## src/rtl/sar_search_engine.sv

```systemverilog
// ----------------------------------------------------------------------------
// sar_search_engine
//
// Successive-approximation (binary search) initiator. It presents a probe
// value to an external magnitude comparator, consumes the eq/lt/gt verdict
// of probe against a hidden target, and narrows the search interval until
// the target is hit or the interval is empty.
//
// The interval is [lo, hi) with an exclusive upper bound. Both bounds are
// W+1 bits wide, so hi can hold 2^W and neither bound can wrap.
//
// Ports
//   clk          system clock, rising edge
//   rst          asynchronous active-high reset
//   start        begin a search (sampled only in IDLE)
//   abort        terminate an active search
//   probe        value driven to comparator input a
//   probe_valid  probe is stable and a verdict is requested
//   cmp_valid    comparator verdict valid this cycle
//   cmp_eq       probe == target
//   cmp_lt       probe <  target
//   cmp_gt       probe >  target
//   busy         search in progress
//   done         one-cycle pulse when a search ends (any outcome)
//   found        last search hit eq; held until next start
//   error        last search aborted or saw an illegal verdict; held
//   result       matched value when found, else last probe; held
//   iter_count   probes issued in current/last search; held
// ----------------------------------------------------------------------------
module sar_search_engine #(
    parameter int W  = 20,
    parameter int CW = 5
) (
    input  logic          clk,
    input  logic          rst,
    input  logic          start,
    input  logic          abort,
    output logic [W-1:0]  probe,
    output logic          probe_valid,
    input  logic          cmp_valid,
    input  logic          cmp_eq,
    input  logic          cmp_lt,
    input  logic          cmp_gt,
    output logic          busy,
    output logic          done,
    output logic          found,
    output logic          error,
    output logic [W-1:0]  result,
    output logic [CW-1:0] iter_count
);

    typedef enum logic [1:0] {
        ST_IDLE   = 2'd0,
        ST_PROBE  = 2'd1,
        ST_FINISH = 2'd2
    } state_t;

    // Full search space is [0, 2^W); the first probe is its midpoint.
    localparam logic [W:0]   SPAN        = {1'b1, {W{1'b0}}};
    localparam logic [W-1:0] FIRST_PROBE = {1'b1, {(W-1){1'b0}}};

    state_t        state_q;
    logic [W:0]    lo_q;
    logic [W:0]    hi_q;
    logic [W-1:0]  probe_q;
    logic          probe_valid_q;
    logic          busy_q;
    logic          done_q;
    logic          found_q;
    logic          error_q;
    logic [W-1:0]  result_q;
    logic [CW-1:0] iter_q;

    logic [W:0]    lo_d;
    logic [W:0]    hi_d;
    logic [W-1:0]  mid_d;
    logic          space_empty;
    logic          verdict_legal;

    // Exactly one of eq/lt/gt must be asserted for a verdict to be usable.
    assign verdict_legal = ( cmp_eq & ~cmp_lt & ~cmp_gt) |
                           (~cmp_eq &  cmp_lt & ~cmp_gt) |
                           (~cmp_eq & ~cmp_lt &  cmp_gt);

    // Candidate bounds after the current verdict. probe_q always holds the
    // current mid, which is strictly below hi and therefore fits in W bits.
    // NOTE: every signal assigned in always_comb gets a default first so no
    // path leaves it unassigned and no latch is inferred.
    always_comb begin
        lo_d = lo_q;
        hi_d = hi_q;
        if (cmp_lt) begin
            lo_d = {1'b0, probe_q} + (W+1)'(1);
        end else if (cmp_gt) begin
            hi_d = {1'b0, probe_q};
        end
        // mid < hi <= 2^W, so the truncation to W bits never drops a one.
        mid_d       = W'(lo_d + ((hi_d - lo_d) >> 1));
        space_empty = (lo_d == hi_d);
    end

    // NOTE: sequential state uses non-blocking assignments only, so every
    // register samples the pre-edge values regardless of statement order.
    always_ff @(posedge clk or posedge rst) begin
        if (rst) begin
            state_q       <= ST_IDLE;
            lo_q          <= '0;
            hi_q          <= '0;
            probe_q       <= '0;
            probe_valid_q <= 1'b0;
            busy_q        <= 1'b0;
            done_q        <= 1'b0;
            found_q       <= 1'b0;
            error_q       <= 1'b0;
            result_q      <= '0;
            iter_q        <= '0;
        end else begin
            case (state_q)
                ST_IDLE: begin
                    done_q <= 1'b0;
                    if (start) begin
                        lo_q          <= '0;
                        hi_q          <= SPAN;
                        found_q       <= 1'b0;
                        error_q       <= 1'b0;
                        iter_q        <= CW'(1);
                        probe_q       <= FIRST_PROBE;
                        probe_valid_q <= 1'b1;
                        busy_q        <= 1'b1;
                        state_q       <= ST_PROBE;
                    end
                end

                ST_PROBE: begin
                    if (abort) begin
                        // Abort wins over any verdict arriving this cycle.
                        found_q       <= 1'b0;
                        error_q       <= 1'b1;
                        result_q      <= probe_q;
                        probe_valid_q <= 1'b0;
                        busy_q        <= 1'b0;
                        done_q        <= 1'b1;
                        state_q       <= ST_FINISH;
                    end else if (cmp_valid) begin
                        if (!verdict_legal) begin
                            error_q       <= 1'b1;
                            result_q      <= probe_q;
                            probe_valid_q <= 1'b0;
                            busy_q        <= 1'b0;
                            done_q        <= 1'b1;
                            state_q       <= ST_FINISH;
                        end else if (cmp_eq) begin
                            found_q       <= 1'b1;
                            result_q      <= probe_q;
                            probe_valid_q <= 1'b0;
                            busy_q        <= 1'b0;
                            done_q        <= 1'b1;
                            state_q       <= ST_FINISH;
                        end else begin
                            lo_q <= lo_d;
                            hi_q <= hi_d;
                            if (space_empty) begin
                                // Target absent: report the last probe tried.
                                result_q      <= probe_q;
                                probe_valid_q <= 1'b0;
                                busy_q        <= 1'b0;
                                done_q        <= 1'b1;
                                state_q       <= ST_FINISH;
                            end else begin
                                probe_q <= mid_d;
                                iter_q  <= iter_q + CW'(1);
                            end
                        end
                    end
                end

                ST_FINISH: begin
                    done_q  <= 1'b0;
                    state_q <= ST_IDLE;
                end

                default: begin
                    probe_valid_q <= 1'b0;
                    busy_q        <= 1'b0;
                    done_q        <= 1'b0;
                    state_q       <= ST_IDLE;
                end
            endcase
        end
    end

    assign probe       = probe_q;
    assign probe_valid = probe_valid_q;
    assign busy        = busy_q;
    assign done        = done_q;
    assign found       = found_q;
    assign error       = error_q;
    assign result      = result_q;
    assign iter_count  = iter_q;

endmodule

```

## config.mk

```make
export PLATFORM = sky130hd
export DESIGN_NAME = sar_search_engine
export DESIGN_NICKNAME = d
export VERILOG_FILES = /design/src/rtl/sar_search_engine.sv
export SDC_FILE = /design/constraint.sdc
export NUM_CORES = 1
export LEC_CHECK = 0
export ABC_CLOCK_PERIOD_IN_PS = 5400
export CELL_PAD_IN_SITES_DETAIL_PLACEMENT = 0
export CELL_PAD_IN_SITES_GLOBAL_PLACEMENT = 1
export CORE_MARGIN = 1
export CORE_UTILIZATION = 45
export DETAILED_ROUTE_END_ITERATION = 7
export PLACE_DENSITY_LB_ADDON = 0.3
export SLEW_MARGIN = 10
export SYNTH_ARGS = -nofsm -noshare
export SYNTH_HDL_FRONTEND = slang
export SYNTH_SLANG_ARGS = --single-unit
export TNS_END_PERCENT = 50
```

## constraint.sdc

```tcl
create_clock -name clk -period 5.4 [get_ports clk]
set_input_delay 0.81 -clock clk [delete_from_list [all_inputs] [get_ports clk]]
set_output_delay 0.81 -clock clk [all_outputs]
set_load 0.005 [all_outputs]
```

==> metrics, run 1 <==
Util after Layout=57.1%; share of cells above drive strength 1=16.7%; GR Util met3=3.07%; Longest Clk Path Bufs=2; routed via count=5,822; Die X=122 um; htree depth=3; DRT Wirelength=18,400 um; Final Hold Violating Endpoints=0; Max Slew Vio Count=0; global-route wire length before repair=29,400 um; Clk pwr share=13.5%; largest net degree at the start of global routing=69; syn_nets=785; post-synthesis sequential area ratio=35.8%; Max Clock Skew=0.00856 ns; TritonCTS clock tree=built; wire length per cell=18.0 um; CP required=5.64 ns; Die ar.=14,900 um2; Post-synth top cells=nand2_1, dfrtp_1, o21ai_0; Post-synth ARST share=100%; Synth warnings=0; synthesis-stage register bit count=93; global placer's final weighted congestion=0.903; met1 Use GR=37.9%; Iteration-0 DRC Markers=502; initial antenna violation count=0; Mean Syn Cell Area=8.86 um2; top cell type's share of synthesized area=35.8%; Reg clk slew, reported paths=0.07 ns; Pwr Total=4940 uW; row count=43; dominant synthesized flop cell=dfrtp_1; Mapped Cells=734; slew margin rel.=24.1%; reg2reg path depth=23; synth-to-layout area growth=22.9%; Sw Share=42.6%; Seq pwr share=23.3%; Startpoint Class=input port; Cell variety after synth=61; pre-CTS setup slack=-0.183 ns; worst hold path class=register to register; fin crit period=5.13 ns; DRT Pass-1 Iters=4; root buffer cell=clkbuf_16; DPL Wire Length=13,700 um; Post-Syn Area=6500 um2; reg-to-reg slack, setup=0.41 ns; vias in the first global route=5,606; status=finished clean; Critical path origin=cmp_gt; Synth area leader=dfrtp_1; Via density=5.70; Final ANT Viol Nets=0; critical path type=input port to register; max frequency=195 MHz; signal arrival time at the worst endpoint=5.37 ns; CP endpoint kind=register; Final Cycle Share=95.0%; P_int=2840 uW; total grt overflow=0; combinational share of power=63.3%; Worst Tran Pin Value=1.14 ns; port buffer count=57; Die Ht=122 um; cell with the most instances after synthesis=nand2_1; CP Capture Point=probe[17]$_DFFE_PP0P_; Final nets=888; clk sinks=93; Tot GR Track Use=25.8%; Power Density=619 nW/um2; Final setup viols=0; # Post-CTS Setup Buffers=0; grt met2 use=38.9%; Clk Latency, worst-skew pair=0.35 ns; Max Fanout on Critical Path=5; CORE AREA=14,000 um2; diode count=0; initial core utilization=46.5%; Setup WS post-layout=0.268 ns; Boundary Pins=58; # DRC=0; Post-synth EDFFs=0; # fillers=1,231; maxcap violations=0; CTS buffer count=9; global route hottest layer=met2; Worst R2R End=probe[17]$_DFFE_PP0P_; RR Startpoint=probe[0]$_DFFE_PP0P_; synth top area cells=dfrtp_1, ha_1, nand2_1; Hold Startpoint=lo_q[14]$_DFFE_PP0P_; switching power=2110 uW; Max VDD drop=0.271 mV; Leak=0.00366 uW
metal layers:
metal  part of all wire (%)  wire, um
met5                      0         0
met4                    1.9       342
met3                    5.2       961
met2                     44      8020
met1                     49      9090
logic make-up after synthesis:
kind of cell,Yosys count,synth area share (%)
adder cells (fa/ha/maj),43,8.50
buffers and inverters,69,4.46
flip-flops,93,35.8
AND/OR/NAND/NOR,232,16.5
multiplexers,40,7.95
AO/OA/AOI/OAI,206,19.9
XOR/XNOR,51,6.87
critical path, cell delays in order:
cell and delay, ns:
clkdlybuf4s50_1 0.55, nand2_2 0.16, buf_4 0.20, mux2i_1 0.14
ha_1 0.23, fa_1 0.39, nand2b_1 0.19, a211oi_1 0.33
o31ai_1 0.18, a21oi_1 0.22, buf_4 0.14, xor2_1 0.17
ha_1 0.30, o21ai_0 0.20, o21bai_1 0.09, a21o_1 0.18
nand2_1 0.07, a31oi_1 0.09, o21ai_0 0.29, a2111oi_2 0.13
a211o_1 0.29
what timing repair did:
action	CTS	global route
setup endpoints to repair	0	3
hold buffers	0	0
resized for setup	0	5
power by group through the flow:
stage          Combinational [uW]  Sequential (uW)  Clock, uW
2_1_floorplan                1950             1070          0
3_3_place_gp                 3050             1150          0
3_5_place_dp                 3080             1160          0
4_1_cts                      3110             1140        675
5_1_grt                      3460             1180        704
6_report                     3130             1150        667
final cells by class:
cell class	count	area (um2)	share of cell area (%)
multi-input combinational	572	3910	48.9
clock inverter	6	68.8	0.861
tap	180	225	2.82
inverter	34	130	1.63
sequential	93	2330	29.1
timing repair buffer	127	1100	13.7
clock buffer	10	239	2.99
worst min-delay path by stage:
stage                           endpoint  depth (start not counted)
floorplan            lo_q[0]$_DFFE_PP0P_                          2
global placement    hi_q[13]$_DFFE_PP0P_                          2
detailed placement   hi_q[8]$_DFFE_PP0P_                          2
CTS                  hi_q[8]$_DFFE_PP0P_                          2
global route         hi_q[0]$_DFFE_PP0P_                          2
finish              lo_q[14]$_DFFE_PP0P_                          2
through the flow:
step	instance area, um2	TNS (ns)	hold WS, ns	instances
after floorplan	6500	0	0.444	734
after global placement	7670	-0.168	0.456	1006
after detailed placement	7670	-0.288	0.468	1006
after CTS	7970	0	0.483	1022
after global routing	7990	-0.0151	0.497	1022
final	7990	0	0.479	1022
cell usage in the layout (no fill, tap or decap), types with 10 or more instances in the layout:
master,count
dfrtp_1,93
mux2_4,19
nand2_1,105
nor2_1,57
clkdlybuf4s50_1,57
o31ai_1,16
ha_1,41
nand3_1,13
a21o_1,14
nand4_1,10
mux2_2,17
buf_4,70
o21ai_0,71
inv_1,32
xnor2_1,30
a21oi_1,46
xor2_1,21
flip-flops by register name, indices dropped and copies added (netlist names):
signal / cells
hi_q: 21
lo_q: 21
probe: 20
result: 20
iter_count: 5
state_q: 2
busy: 1
done: 1
error: 1
found: 1
Note: power is estimated with default switching activity, not from simulation.
==> run 2: changes to the inputs <==
--- a/config.mk
+++ b/config.mk
@@ -9,7 +9,8 @@
 export CELL_PAD_IN_SITES_DETAIL_PLACEMENT = 0
 export CELL_PAD_IN_SITES_GLOBAL_PLACEMENT = 1
 export CORE_MARGIN = 1
-export CORE_UTILIZATION = 45
+export CORE_UTILIZATION = 46
+export CTS_BUF_LIST = sky130_fd_sc_hd__clkbuf_2
 export DETAILED_ROUTE_END_ITERATION = 7
 export PLACE_DENSITY_LB_ADDON = 0.3
 export SLEW_MARGIN = 10
==> run 2 against run 1 <==
Compared with the run above:
- sequential share of layout area grew 1.0 points
- global-route usage up 0.10 points
- non-clock buffer count fell by 9
- die area is 2.1% lower
- critical endpoint unchanged
==> metrics, run 2 (same netlist as run 1, synthesis figures left out) <==
reg2reg path depth=22 (was 23); Die X=121 um (was 122 um); Via density=5.58 (was 5.70); signal arrival time at the worst endpoint=5.54 ns (was 5.37 ns); routed via count=5,673 (was 5,822); Max Fanout on Critical Path=8 (was 5); Boundary Pins=58 (unchanged); Max Slew Vio Count=0 (unchanged); # DRC=0 (unchanged); Worst Tran Pin Value=1.01 ns (was 1.14 ns); global placer's final weighted congestion=0.949 (was 0.903); commonest non-fill, non-tap cells in the layout=nand2_1, dfrtp_1, o21ai_0 (unchanged); CP delay by family, top=compound AO/OA/AOI/OAI gates (unchanged); synth-to-layout area growth=18.8% (was 22.9%); Final setup viols=0 (unchanged); largest net degree at the start of global routing=70 (was 69); port buffer count=57 (unchanged); CORE AREA=13,800 um2 (was 14,000 um2); CTS buffer count=9 (unchanged); critical path type=register to register (was input port to register); slew margin rel.=32.7% (was 24.1%); maxcap violations=0 (unchanged); Design Area, Final=7720 um2 (was 7990 um2); Power Density=591 nW/um2 (was 619 nW/um2); row count=43 (unchanged); biggest regs=hi_q: 21 flops, lo_q: 21 flops (unchanged); worst hold path class=register to register (unchanged); DRT Pass-1 Iters=7 (was 4); Max VDD drop=0.324 mV (was 0.271 mV); status=finished clean (unchanged); most common cell after layout, fill and taps aside=nand2_1 (unchanged); Startpoint Class=register (was input port); Final Cycle Share=91.6% (was 95.0%); Worst path max stage delay=0.51 ns (was 0.55 ns); share of cells above drive strength 1=15.4% (was 16.7%); CP required=5.99 ns (was 5.64 ns); # Post-CTS Setup Buffers=0 (unchanged); htree depth=3 (unchanged); WP buf/inv=1 (was 3); Iteration-0 DRC Markers=463 (was 502); Final nets=879 (was 888); initial core utilization=47.0% (was 46.5%); max frequency=202 MHz (was 195 MHz); Die ar.=14,600 um2 (was 14,900 um2); Final ANT Viol Nets=0 (unchanged); Placed Area=7600 um2 (was 7670 um2); Setup WS post-layout=0.455 ns (was 0.268 ns); wire length per cell=17.6 um (was 18.0 um); global-route wire length before repair=29,100 um (was 29,400 um); total grt overflow=0 (unchanged); Leak=0.00354 uW (was 0.00366 uW); Reg clk slew, reported paths=0.28 ns (was 0.07 ns); initial antenna violation count=1 (was 0); CP endpoint kind=register (unchanged); DRT Wirelength=17,900 um (was 18,400 um); Tot GR Track Use=25.9% (was 25.8%); Longest Clk Path Bufs=2 (unchanged); fin crit period=4.95 ns (was 5.13 ns); vias in the first global route=5,615 (was 5,606); Post-CTS Hold Buffers=0 (unchanged); Final Hold Violating Endpoints=0 (unchanged); hold_ws=0.518 ns (was 0.479 ns); Clk Latency, worst-skew pair=0.62 ns (was 0.35 ns); TritonCTS clock tree=built (unchanged); RSZ-0062 raised after global routing=false; Die Ht=121 um (was 122 um); clk sinks=93 (unchanged); Util after Layout=55.9% (was 57.1%); DPL Wire Length=13,300 um (was 13,700 um); cell depth of the worst setup path=22 (was 21); Max Clock Skew=0.0306 ns (was 0.00856 ns); post_cts resized=0 (unchanged); crit path max-delay cell type=dfrtp_2 (was clkdlybuf4s50_1); CP Cell Sequence=ha_1 > and3_1 > nand2_1 > xor2_1 > a21oi_1 > inv_1 > ha_1 > nand4_1 > a211oi_1 > o31ai_1 > a21oi_1 > a21o_1 > a21oi_1 > xnor2_1 > ha_1 > nand2_1 > nor2_1 > a31oi_1 > a31oi_1 > o21ai_0 > a2111oi_0 > a211o_1 (was clkdlybuf4s50_1 > nand2_2 > buf_4 > mux2i_1 > ha_1 > fa_1 > nand2b_1 > a211oi_1 > o31ai_1 > a21oi_1 > buf_4 > xor2_1 > ha_1 > o21ai_0 > o21bai_1 > a21o_1 > nand2_1 > a31oi_1 > o21ai_0 > a2111oi_2 > a211o_1); Hold Path Depth=2 (unchanged); root buffer cell=clkbuf_2 (was clkbuf_16); pre-CTS setup slack=-0.0859 ns (was -0.183 ns)
-- run 2: worst register-to-register path, delay by kind of cell, from the launching register on --
family	cells	cell delay (ns)
AOI/OAI and AO/OA	11	2.36
and+or+nand+nor	5	0.78
adders and majority gates	3	0.90
xor gates and xnor gates	2	0.25
DFF	1	0.51
buffers and inverters	1	0.12
-- run 2: area by class of cell --
class	instances	area [um2]
fillers	1239	6100
well taps	180	225
flip-flops and latches	93	2330
multi-input cells	572	3890
inverters	34	130
diodes	5	12.5
clock inverters	6	63.8
clock buffers	9	45.0
repair buffers	118	1030
-- run 2: through the flow --
step | setup TNS (ns) | total power (uW) | std cells
floorplan | 0 | 3020 | 734
global placement | -0.111 | 4140 | 997
detailed placement | -0.166 | 4170 | 997
CTS | 0 | 4550 | 1012
global route | 0 | 4950 | 1017
finish | 0 | 4560 | 1017
-- run 2: worst paths after layout --
kind,from,end,slack (ns)
worst max register to register,probe[0]$_DFFE_PP0P_,probe[17]$_DFFE_PP0P_,0.45
worst max-delay path,probe[0]$_DFFE_PP0P_,probe[17]$_DFFE_PP0P_,0.45
worst min-delay path,lo_q[18]$_DFFE_PP0P_,lo_q[18]$_DFFE_PP0P_,0.52
max in group asynchronous,rst,probe[12]$_DFFE_PP0P_,3.83
worst min register to register,lo_q[18]$_DFFE_PP0P_,lo_q[18]$_DFFE_PP0P_,0.52
min in group asynchronous,rst,probe[0]$_DFFE_PP0P_,0.68
-- run 2: layer usage --
layer  track usage [%]  up-vias  routed length, um
met4              7.48        0                245
li1                  -     2781                  -
met2              39.3      124               7840
met1              38.6     2752               8980
met3              2.68       16                790
met5                 0        -                  0
-- run 2: power breakdown --
group / internal, uW / total, uW / switching, uW
Clock: 105 / 370 / 265
Combinational: 1540 / 3040 / 1510
Sequential: 890 / 1150 / 257
Total: 2530 / 4560 / 2030
